$ cat src/rtl/mux8_rr_arbiter.sv
// Round-robin arbiter for a shared 8-to-1 data mux. It grants one requester at a
// time, snapshots the granted word into an output register and hands it downstream
// over a valid/ready handshake. A new grant can land on the handshake edge, so
// throughput is one word per cycle.
module mux8_rr_arbiter #(
    parameter int width  = 4,
    parameter int swidth = 3
) (
    input  logic              clk,
    input  logic              rst,
    input  logic [7:0]        req,
    input  logic [width-1:0]  i0,
    input  logic [width-1:0]  i1,
    input  logic [width-1:0]  i2,
    input  logic [width-1:0]  i3,
    input  logic [width-1:0]  i4,
    input  logic [width-1:0]  i5,
    input  logic [width-1:0]  i6,
    input  logic [width-1:0]  i7,
    input  logic              out_ready,
    output logic              out_valid,
    output logic [width-1:0]  out_data,
    output logic [swidth-1:0] out_sel,
    output logic [7:0]        ack
);

    typedef enum logic {
        IDLE = 1'b0,
        BUSY = 1'b1
    } state_t;

    state_t            state;
    logic [swidth-1:0] ptr;

    logic [width-1:0]  words [8];
    logic [7:0]        sel_oh;
    logic              hs;
    logic [7:0]        elig;
    logic [swidth:0]   pick;
    logic              found;
    logic [swidth-1:0] win;
    logic              can_grant;

    // Round-robin search: the first set bit of e at or after p (wrapping 7->0)
    // wins. The loop runs from the farthest offset down so the nearest hit is
    // the one that sticks. MSB of the result flags that a winner exists.
    function automatic logic [swidth:0] rr_pick(input logic [7:0] e,
                                                input logic [swidth-1:0] p);
        logic [swidth-1:0] idx;
        rr_pick = '0;
        for (int i = 7; i >= 0; i--) begin
            idx = p + swidth'(i);
            if (e[idx]) rr_pick = {1'b1, idx};
        end
    endfunction

    assign words[0] = i0;
    assign words[1] = i1;
    assign words[2] = i2;
    assign words[3] = i3;
    assign words[4] = i4;
    assign words[5] = i5;
    assign words[6] = i6;
    assign words[7] = i7;

    // Stage p0: eligibility and arbitration on the current inputs and pointer.
    // The word currently being handed over is masked so it cannot re-win on
    // its own handshake edge.
    assign sel_oh    = 8'b1 << out_sel;
    assign hs        = out_valid & out_ready;
    assign elig      = (state == BUSY) ? (req & ~sel_oh) : req;
    assign pick      = rr_pick(elig, ptr);
    assign found     = pick[swidth];
    assign win       = pick[swidth-1:0];
    assign can_grant = (state == IDLE) | out_ready;

    // Handshake pulse for the word being transferred this cycle.
    assign ack = sel_oh & {8{hs}};

    // Stage p1: grant/hold/release FSM with registered output word and select.
    always_ff @(posedge clk) begin
        if (rst) begin
            state     <= IDLE;
            out_valid <= 1'b0;
            out_data  <= '0;
            out_sel   <= '0;
            ptr       <= '0;
        end else if (can_grant && found) begin
            state     <= BUSY;
            out_valid <= 1'b1;
            out_data  <= words[win];
            out_sel   <= win;
            ptr       <= win + swidth'(1);
        end else if (state == BUSY && out_ready) begin
            state     <= IDLE;
            out_valid <= 1'b0;
        end
    end

endmodule
$ cat config.mk
export PLATFORM = sky130hd
export DESIGN_NAME = mux8_rr_arbiter
export DESIGN_NICKNAME = d
export VERILOG_FILES = /design/src/rtl/mux8_rr_arbiter.sv
export SDC_FILE = /design/constraint.sdc
export NUM_CORES = 1
export LEC_CHECK = 0
export ABC_CLOCK_PERIOD_IN_PS = 5030
export CAP_MARGIN = 30
export CORE_ASPECT_RATIO = 1.5
export CORE_UTILIZATION = 51
export DETAILED_ROUTE_END_ITERATION = 8
export PLACE_DENSITY = 0.8
export SLEW_MARGIN = 20
export SYNTH_ARGS = -nofsm -noshare
export SYNTH_HDL_FRONTEND = slang
export SYNTH_SLANG_ARGS = --single-unit
export TNS_END_PERCENT = 100
$ cat constraint.sdc
create_clock -name clk -period 5.03 [get_ports clk]
set_input_delay 0.503 -clock clk [delete_from_list [all_inputs] [get_ports clk]]
set_output_delay 0.503 -clock clk [all_outputs]
set_load 0.005 [all_outputs]
==> metrics.md, run 1 <==
| Metric | Value |
|---|---|
| Status | finished with violations |
| Violated checks | design-rule violations |
| Static leakage | 1.04 nW |
| GRT Residual Overflow | 0 |
| Cts hold-fix bufs | 0 |
| Flop2flop setup slack | 1.04 ns |
| Syn nets | 353 |
| Total GRT Usage | 0.315 |
| FP Rows | 29 |
| DRT antenna net count | 0 |
| Synth area leaders | dfxtp_1, a211oi_1, a22oi_1, mux4_2, nor2_1 |
| Most used routing layer | met2 |
| Hold crit path type | reg2reg |
| R2r endpoint | out_data[1] |
| Total Power | 2.22 mW |
| DP Cell Count | 391 |
| Post-Route WL | 7530 microns |
| FFs w/ async S/R, synth | 0 |
| Leading cell types by count after synthesis | nor2_1, nand2_1, a211oi_1, o21ai_0, a22oi_1 |
| Min-Delay Path Depth | 3 |
| Synth warnings | 0 |
| Setup crit start kind | flop |
| Met1 Track Usage GR | 0.341 |
| Reg clk slew, reported paths | 0.05 ns |
| Number of synthesized register bits | 11 |
| Netlist cell types | 73 |
| RSZ-0062 raised after global routing | false |
| Area Growth Syn to Fin | 24.2% |
| Clock latency at the later pin of the worst-skew pair | 0.24 ns |
| Synth area leader | dfxtp_1 |
| First-pass GRT wire length | 12,200 microns |
| EDFF count, synth | 0 |
| Mapped Cells | 307 |
| CTS sink count | 11 |
| WHS Endpoint | out_data[1] |
| H-tree levels | 1 |
| Max Clk Rate | 251 MHz |
| Post-DP HPWL | 5890 microns |
| Setup Skew | 0.00555 ns |
| Post-CTS Setup Inserts | 0 |
| Max Cap Viol | 0 |
| Final #Nets | 396 |
| Met3 Use GR | 0.0213 |
| Max VDD drop | 409 uV |
| Pwr per Cell Area | 763 nW/um^2 |
| Root buf cell | clkbuf_8 |
| Max transition margin | 0.442 |
| Dominant cell by count in the synthesized netlist | nor2_1 |
| Mapped Avg Cell Area | 7.62 sq um |
| DR WL/cell | 19.1 microns |
| Main synth FF type | dfxtp_1 |
| Final Hold Fails | 0 |
| Worst Reg-to-Reg Cells | 13 |
| Sequential cell area | 220 sq um |
| Layout Cells excl Fill | 395 |
| Critical Path RT | 5.21 ns |
| I/O Buffers | 58 |
| Grt met2 use | 0.602 |
| Num ports | 59 |
| Max Buffers Root-to-Sink | 2 |
| Worst r2r src | ptr[1] |
| Die ar. | 4870 sq um |
| Worst Setup End Kind | flop |
| CP max FO | 10 |
| Via/cell ratio | 7.01 |
| TritonCTS buffer count | 3 |
| Layout cells sized above 1 | 0.115 |
| Initial antenna violation count | 0 |
| Die height | 85.0 microns |
| Mapped Area | 2340 sq um |
| Via count | 2,770 |
| CP Class | reg2reg |
| Initial Util | 0.542 |
| Seq/Total Area, Yosys | 0.0941 |
| Critical Path AT | 4.17 ns |
| Diodes inserted | 0 |
| DR iter-0 viols | 172 |
| # resized after CTS | 0 |
| Die X-Extent | 57.3 microns |
| Finish-stage setup viols | 0 |
| CTS tree | built |
| Final Cycle Share | 0.792 |
| Vias in the first global route | 2,643 |
| Pins Over Slew Limit | 0 |
| Post-synth top area share | 0.0941 |
| Worst-Margin Slew | 0.814 ns |
| Tmin final | 3.99 ns |
| Multi-input gate area | 1930 sq um |
| DRC | 2 |
| Drt pass-1 iters | 7 |
| Hold path start | out_data[1] |
| Routability cong. | 0.946 |
| Fillers | 390 |
| Setup TNS | 0 ns |
| Pin count of the biggest net entering global routing | 42 |
| Core area | 4320 sq um |
[metal layers]
layer	wire length (microns)	vias up
met5	0	-
met4	320	0
met3	348	27
met2	4120	132
met1	2740	1304
li1	-	1307
[registers in the layout (all words and copies together) (netlist names)]
signal	count
out_data	4
out_sel	3
ptr	3
state	1
[cell type report]
class	count	share of cell area
inverter	10	0.0129
clock buffer	4	0.0155
sequential	11	0.0758
timing repair buffer	63	0.213
multi-input combinational	261	0.663
tap	46	0.0198
[cell families after synthesis]
| logic type | Yosys count | synth area share |
|---|---|---|
| AO/OA/AOI/OAI | 139 | 0.462 |
| XOR/XNOR | 8 | 0.0332 |
| adder cells (fa/ha/maj) | 3 | 0.0160 |
| buffers and inverters | 35 | 0.0818 |
| flip-flops | 11 | 0.0941 |
| multiplexers | 15 | 0.0882 |
| AND/OR/NAND/NOR | 96 | 0.225 |
[cell usage in the layout (no fill, tap or decap), drive strengths merged, types with 4 or more instances in the layout]
cell,instances
a211oi,18
a21oi,11
a221oi,9
a22oi,14
a31oi,8
and2,7
and3,6
buf,5
clkbuf,4
clkdlybuf4s50,58
dfxtp,11
inv,9
mux2,5
mux2i,6
mux4,4
nand2,16
nand2b,8
nand3,7
nor2,21
nor2b,4
nor3,13
o211a,6
o211ai,5
o21ai,27
o22ai,6
o2bb2ai,8
xnor2,5
[worst max-delay path, cell delays in order (launching register included)]
cell and delay [ns]:
dfxtp_1 0.33, clkinv_1 0.20, ha_1 0.61, mux2_2 0.40
a221o_1 0.39, o211a_1 0.26, a211oi_1 0.30, a211oi_2 0.16
o311ai_4 0.38, buf_4 0.26, o2bb2ai_1 0.13, a211oi_1 0.09
nor3_1 0.25, o211a_1 0.16
[per-stage QoR]
| stage | hold WS [ns] | worst slack, ns | utilization | instance area, sq um |
|---|---|---|---|---|
| 6_report | 0.580 | 1.04 | 0.673 | 2910 |
| 3_3_place_gp | 0.573 | 1.11 | 0.663 | 2860 |
| 3_5_place_dp | 0.575 | 1.03 | 0.663 | 2860 |
| 4_1_cts | 0.586 | 1.03 | 0.673 | 2910 |
| 2_1_floorplan | 0.571 | 1.35 | - | 2340 |
| 5_1_grt | 0.634 | 0.739 | 0.673 | 2910 |
[worst max-delay path by stage]
stage | start | endpoint | slack, ns | cells after the start
after floorplan | ptr[1] | ptr[2] | 1.35 | 16
after global placement | ptr[1] | out_data[1] | 1.11 | 13
after detailed placement | ptr[1] | out_data[1] | 1.03 | 13
after CTS | ptr[1] | out_data[1] | 1.03 | 13
after global routing | ptr[1] | out_data[1] | 0.74 | 13
final | ptr[1] | out_data[1] | 1.04 | 13
[power breakdown]
part | internal [mW] | switching [mW]
Combinational | 0.796 | 1.14
Sequential | 0.124 | 0.0705
Clock | 0.0558 | 0.0344
Note: power is estimated with default switching activity, not from simulation.
==> inputs of run 2 (changes only) <==
ABC_CLOCK_PERIOD_IN_PS = 3500   (was 5030)
CORE_UTILIZATION = 46   (was 51)
PLACE_DENSITY = 0.76   (was 0.8)
clock period = 3.5 ns   (was 5.03 ns; I/O delays follow)
==> run 2 against run 1 <==
Against the previous run:
- the run now ends clean
- critical path depth down 1
- sequential cell count did not move
- via count increased by 6.9%
- clock skew down 0.0042 ns
- largest power group unchanged
- clock-buffer cell count is the same
- critical endpoint is now ptr[2]
- worst setup slack got worse by 0.92 ns
- wire length up 12%
- combinational power grew 95%
- largest cell class unchanged
==> metrics.md, run 2 (synthesis results as in run 1) <==
| Metric | Value |
|---|---|
| Layout Cells excl Fill | 458 |
| Hold path start | ptr[2] |
| Total GRT Usage | 0.316 |
| Critical Path Sink | ptr[2] |
| Status | finished clean |
| Final Hold Fails | 0 |
| Worst Setup End Kind | flop |
| Setup crit start kind | flop |
| Final #Nets | 439 |
| Critical Path Start | out_sel[0] |
| CP Class | reg2reg |
| Cts hold-fix bufs | 0 |
| Top Registers | out_data x4, out_sel x3, ptr x3 |
| Critical Path AT | 3.53 ns |
| DP Cell Count | 448 |
| Die X-Extent | 60.2 microns |
| Pwr per Cell Area | 1210 nW/um^2 |
| Pins Over Slew Limit | 0 |
| First-pass GRT wire length | 13,000 microns |
| CTS sink count | 11 |
| Finish-stage setup viols | 0 |
| Max VDD drop | 740 uV |
| DRT antenna net count | 0 |
| Final Cycle Share | 0.965 |
| Initial antenna violation count | 0 |
| Hold crit path type | reg2reg |
| Tmin final | 3.38 ns |
| Largest register FFs | 4 |
| Root buf cell | clkbuf_8 |
| Via/cell ratio | 6.46 |
| FP Rows | 31 |
| Flop2flop setup slack | 0.12 ns |
| CP max FO | 10 |
| Reg clk slew, reported paths | 0.05 ns |
| R2r endpoint | ptr[2] |
| Total Power | 4.14 mW |
| Post-Route WL | 8440 microns |
| Critical Path RT | 3.66 ns |
| Fillers | 408 |
| Drt pass-1 iters | 5 |
| Num ports | 59 |
| Max Cap Viol | 0 |
| Layout cells sized above 1 | 0.265 |
| CTS tree | built |
| Clock latency at the later pin of the worst-skew pair | 0.23 ns |
| Setup Skew | 0.00132 ns |
| GRT Residual Overflow | 0 |
| Core area | 4850 sq um |
| Most frequent cells in the layout | clkdlybuf4s50_1, buf_4, nor2_1, nand2_1, o21ai_0 |
| Static leakage | 1.29 nW |
| Placed Area | 3200 sq um |
| Worst-Margin Slew | 0.560 ns |
| Fin area | 3430 sq um |
| Die ar. | 5380 sq um |
| H-tree levels | 1 |
| Biggest register | out_data |
| Max transition margin | 0.626 |
| Max Buffers Root-to-Sink | 2 |
| Die height | 89.3 microns |
| Post-DP HPWL | 6570 microns |
| Commonest non-fill, non-tap cell in the layout | clkdlybuf4s50_1 |
| I/O Buffers | 58 |
| Pin count of the biggest net entering global routing | 24 |
| DR WL/cell | 18.4 microns |
| TritonCTS buffer count | 3 |
| DR iter-0 viols | 153 |
| DRC | 0 |
| Vias in the first global route | 2,858 |
| Via count | 2,960 |
| Area Growth Syn to Fin | 46.4% |
| Initial Util | 0.483 |
| Routability cong. | 0.903 |
| Diodes inserted | 0 |
| Max Clk Rate | 296 MHz |
| Worst r2r src | out_sel[0] |
| Worst Reg-to-Reg Cells | 12 |
## run 2: through the flow
stage / util / hold WS, ns / TNS [ns] / worst slack, ns
after global routing: 0.707 / 0.572 / -0.0794 / -0.0621
final: 0.707 / 0.562 / 0 / 0.124
after CTS: 0.675 / 0.556 / -0.00129 / -0.00129
after floorplan: - / 0.552 / 0 / 0.0311
after detailed placement: 0.660 / 0.550 / -0.0517 / -0.0357
after global placement: 0.660 / 0.539 / -0.00760 / -0.00760
## run 2: layout make-up
cell class,count,area [sq um],area share
inverter,10,38.8,0.0113
timing repair buffer,106,987,0.288
multi-input combinational,261,2050,0.599
tap,66,82.6,0.0241
clock buffer,4,45.0,0.0131
sequential,11,221,0.0646
## run 2: routing by layer
metal	share of wire	global-route usage	up-vias
met5	0	0	-
met4	0.064	0.199	0
met3	0.046	0.0246	38
met2	0.54	0.588	141
met1	0.35	0.328	1381
li1	-	-	1400
## run 2: worst min-delay path by stage
| stage | endpoint | slack [ns] | depth (start not counted) |
|---|---|---|---|
| 2_1_floorplan | state | 0.55 | 3 |
| 3_3_place_gp | ptr[2] | 0.54 | 2 |
| 3_5_place_dp | ptr[2] | 0.55 | 2 |
| 4_1_cts | ptr[2] | 0.56 | 2 |
| 5_1_grt | ptr[2] | 0.57 | 2 |
| 6_report | ptr[2] | 0.56 | 2 |
## run 2: timing repair
| action | CTS | global route |
|---|---|---|
| gates resized for setup | 3 | 24 |
| gates cloned | 0 | 1 |
| setup buffers | 1 | 4 |
| endpoints found under the setup margin | 3 | 6 |
| pin swaps | 2 | 9 |
## run 2: worst max-delay path, cell delays in order (launching register included)
cell,delay (ns)
dfxtp_1,0.59
and4bb_2,0.35
o221ai_1,0.26
and2_1,0.27
mux2_2,0.27
a311o_1,0.37
a32o_1,0.26
o31ai_4,0.28
inv_1,0.08
ha_1,0.21
xnor2_1,0.15
nand2_1,0.07
a21oi_1,0.14
## run 2: power by group
group | total, mW | internal (mW) | switching (mW)
clock network | 0.126 | 0.0799 | 0.0464
registers | 0.255 | 0.179 | 0.0755
logic | 3.76 | 1.79 | 1.97
==> inputs of run 3 (changes only) <==
CELL_PAD_IN_SITES_DETAIL_PLACEMENT = 0   (was unset)
CELL_PAD_IN_SITES_GLOBAL_PLACEMENT = 1   (was unset)
CORE_UTILIZATION = 33   (was 46)
PLACE_DENSITY = 0.75   (was 0.76)
==> run 3 against run 2 <==
Against the previous run:
- the run now ends with design-rule violations left
- sequential power grew 5%
- critical path depth is the same
- sequential cell count is the same
- global-route usage shrank 8.4 points
- register-to-register slack lost 0.02 ns
- combinational power shrank 5.3%
- die area grew 38%
- critical path type unchanged
- largest cell class unchanged
- highest routed layer unchanged
==> metrics.md, run 3 (synthesis results as in run 1) <==
| Metric | Value |
|---|---|
| Max transition margin | 0.587 |
| Switching Fraction | 0.511 |
| Cts hold-fix bufs | 0 |
| CP max stage delay | 0.41 ns |
| Switching power | 2.03 mW |
| Max Cap Viol | 0 |
| Final #Nets | 437 |
| Sequential cell area | 224 sq um |
| Worst Setup End Kind | flop |
| Initial antenna violation count | 0 |
| Finish-stage setup viols | 0 |
| Int Power | 1.94 mW |
| Via count | 2,880 |
| Setup crit start kind | flop |
| Reg clk slew, reported paths | 0.06 ns |
| DRC | 4 |
| Hold crit path type | reg2reg |
| Layout Cells excl Fill | 468 |
| Area Growth Syn to Fin | 43.4% |
| Die ar. | 7440 sq um |
| DRT antenna net count | 0 |
| Pin count of the biggest net entering global routing | 24 |
| CTS tree | built |
| Pwr per Cell Area | 1180 nW/um^2 |
| Fillers | 674 |
| Diodes inserted | 0 |
| Delay-heaviest family, CP | compound AO/OA/AOI/OAI gates |
| CTS sink count | 11 |
| Initial Util | 0.341 |
| Via/cell ratio | 6.15 |
| Final Hold Fails | 0 |
| Clock latency at the later pin of the worst-skew pair | 0.25 ns |
| CP Class | reg2reg |
| Critical path depth | 12 |
| Reg power frac | 0.068 |
| Largest register FFs | 4 |
| Static leakage | 1.26 nW |
| Pins Over Slew Limit | 0 |
| Layout cells sized above 1 | 0.249 |
| Slowest-stage cell, CP | a221o_1 |
| H-tree levels | 1 |
| Crit-path cells | clkinv_2 -> ha_4 -> mux2_2 -> a221o_1 -> o211a_1 -> o22ai_1 -> a31o_1 -> o311ai_4 -> buf_12 -> a221oi_1 -> o21ai_0 -> o211a_1 |
| Tmin final | 3.39 ns |
| Final Core Density | 0.490 |
| Critical Path RT | 3.64 ns |
| Most frequent cells in the layout | clkdlybuf4s50_1, buf_4, nor2_1, nand2_1 |
| CP most frequent cell | o211a_1 |
| Biggest register | out_data |
| Status | finished with violations |
| Drt pass-1 iters | 6 |
| CP max FO | 15 |
| TritonCTS buffer count | 3 |
| Combinational Power Share | 0.897 |
| Max Clk Rate | 295 MHz |
| Clk pwr share | 0.035 |
| Core area | 6850 sq um |
| PnR worst setup slack | 0.108 ns |
| DR iter-0 viols | 273 |
| Crit path buf inv count | 2 |
| Min-Delay Path Depth | 3 |
| Post-DP HPWL | 6880 microns |
| Setup Skew | 0.00999 ns |
| Violated checks | design-rule violations |
| Max Buffers Root-to-Sink | 2 |
| I/O Buffers | 58 |
| First-pass GRT wire length | 13,700 microns |
| Top Registers | out_data x4, out_sel x3, ptr x3 |
| Worst-Margin Slew | 0.616 ns |
| Die X-Extent | 70.8 microns |
| Multi-input gate area | 2010 sq um |
| Num ports | 59 |
| DP Worst Slack | -0.131 ns |
| GRT Residual Overflow | 0 |
| Root buf cell | clkbuf_8 |
| Die height | 105 microns |
| Max VDD drop | 570 uV |
| Total Power | 3.96 mW |
| Worst Reg-to-Reg Cells | 12 |
| FP Rows | 37 |
| Total GRT Usage | 0.232 |
| DR WL/cell | 18.6 microns |
| Commonest non-fill, non-tap cell in the layout | clkdlybuf4s50_1 |
| Post-Route WL | 8710 microns |
| DP Cell Count | 459 |
| Routability cong. | 0.957 |
| Critical Path AT | 3.53 ns |
| Vias in the first global route | 2,815 |
| Final Cycle Share | 0.969 |
==> run 3: changes by cell type in the layout (fill, tap and decap cells not counted), sizes merged <==
cell / change
clkbuf: -1
buf: -2
a21o: +1
==> run 3: area by class of cell <==
class / count / area share
Clock buffer: 4 / 0.0134
Inverter: 10 / 0.0116
Multi-Input combinational cell: 262 / 0.601
Timing Repair Buffer: 103 / 0.279
Sequential cell: 11 / 0.0668
Tap cell: 78 / 0.0291
==> run 3: stage by stage <==
step / hold slack [ns] / TNS, ns / cell area, sq um
2_1_floorplan: 0.552 / 0 / 2350
3_3_place_gp: 0.592 / -0.115 / 3200
3_5_place_dp: 0.594 / -0.205 / 3200
4_1_cts: 0.602 / 0 / 3250
5_1_grt: 0.655 / -0.0193 / 3350
6_report: 0.590 / 0 / 3350
==> run 3: power groups by stage <==
stage               Clock, mW  Sequential [mW]  Combinational, mW
floorplan                   0            0.215               2.27
global placement            0            0.267               3.24
detailed placement          0            0.268               3.27
CTS                     0.141            0.266               3.30
global route            0.149            0.283               3.84
finish                  0.139            0.267               3.56
==> run 3: final timing paths <==
path	slack, ns	from	end
min reg2reg	0.59	out_data[1]	out_data[1]
min	0.59	out_data[1]	out_data[1]
max	0.11	ptr[1]	out_data[1]
max reg2reg	0.11	ptr[1]	out_data[1]
==> run 3: layer usage <==
metal / vias to the layer above / wire, microns / global-route usage
met5: - / 0 / 0
met4: 0 / 408 / 0.129
met3: 22 / 251 / 0.0203
met2: 94 / 4770 / 0.434
met1: 1371 / 3280 / 0.248
li1: 1393 / - / -
==> run 3: timing repair <==
action	in CTS	in global routing
hold endpoints to repair	0	0
gates cloned	0	1
pin swaps	0	6
resized for setup	3	18
setup endpoints to repair	2	6
setup buffers	0	4
==> run 3: worst reg2reg max path: stages, from the launching register on <==
cell	delay, ns
dfxtp_1	0.35
clkinv_2	0.09
ha_4	0.31
mux2_2	0.35
a221o_1	0.41
o211a_1	0.29
o22ai_1	0.23
a31o_1	0.23
o311ai_4	0.13
buf_12	0.18
a221oi_1	0.32
o21ai_0	0.16
o211a_1	0.23
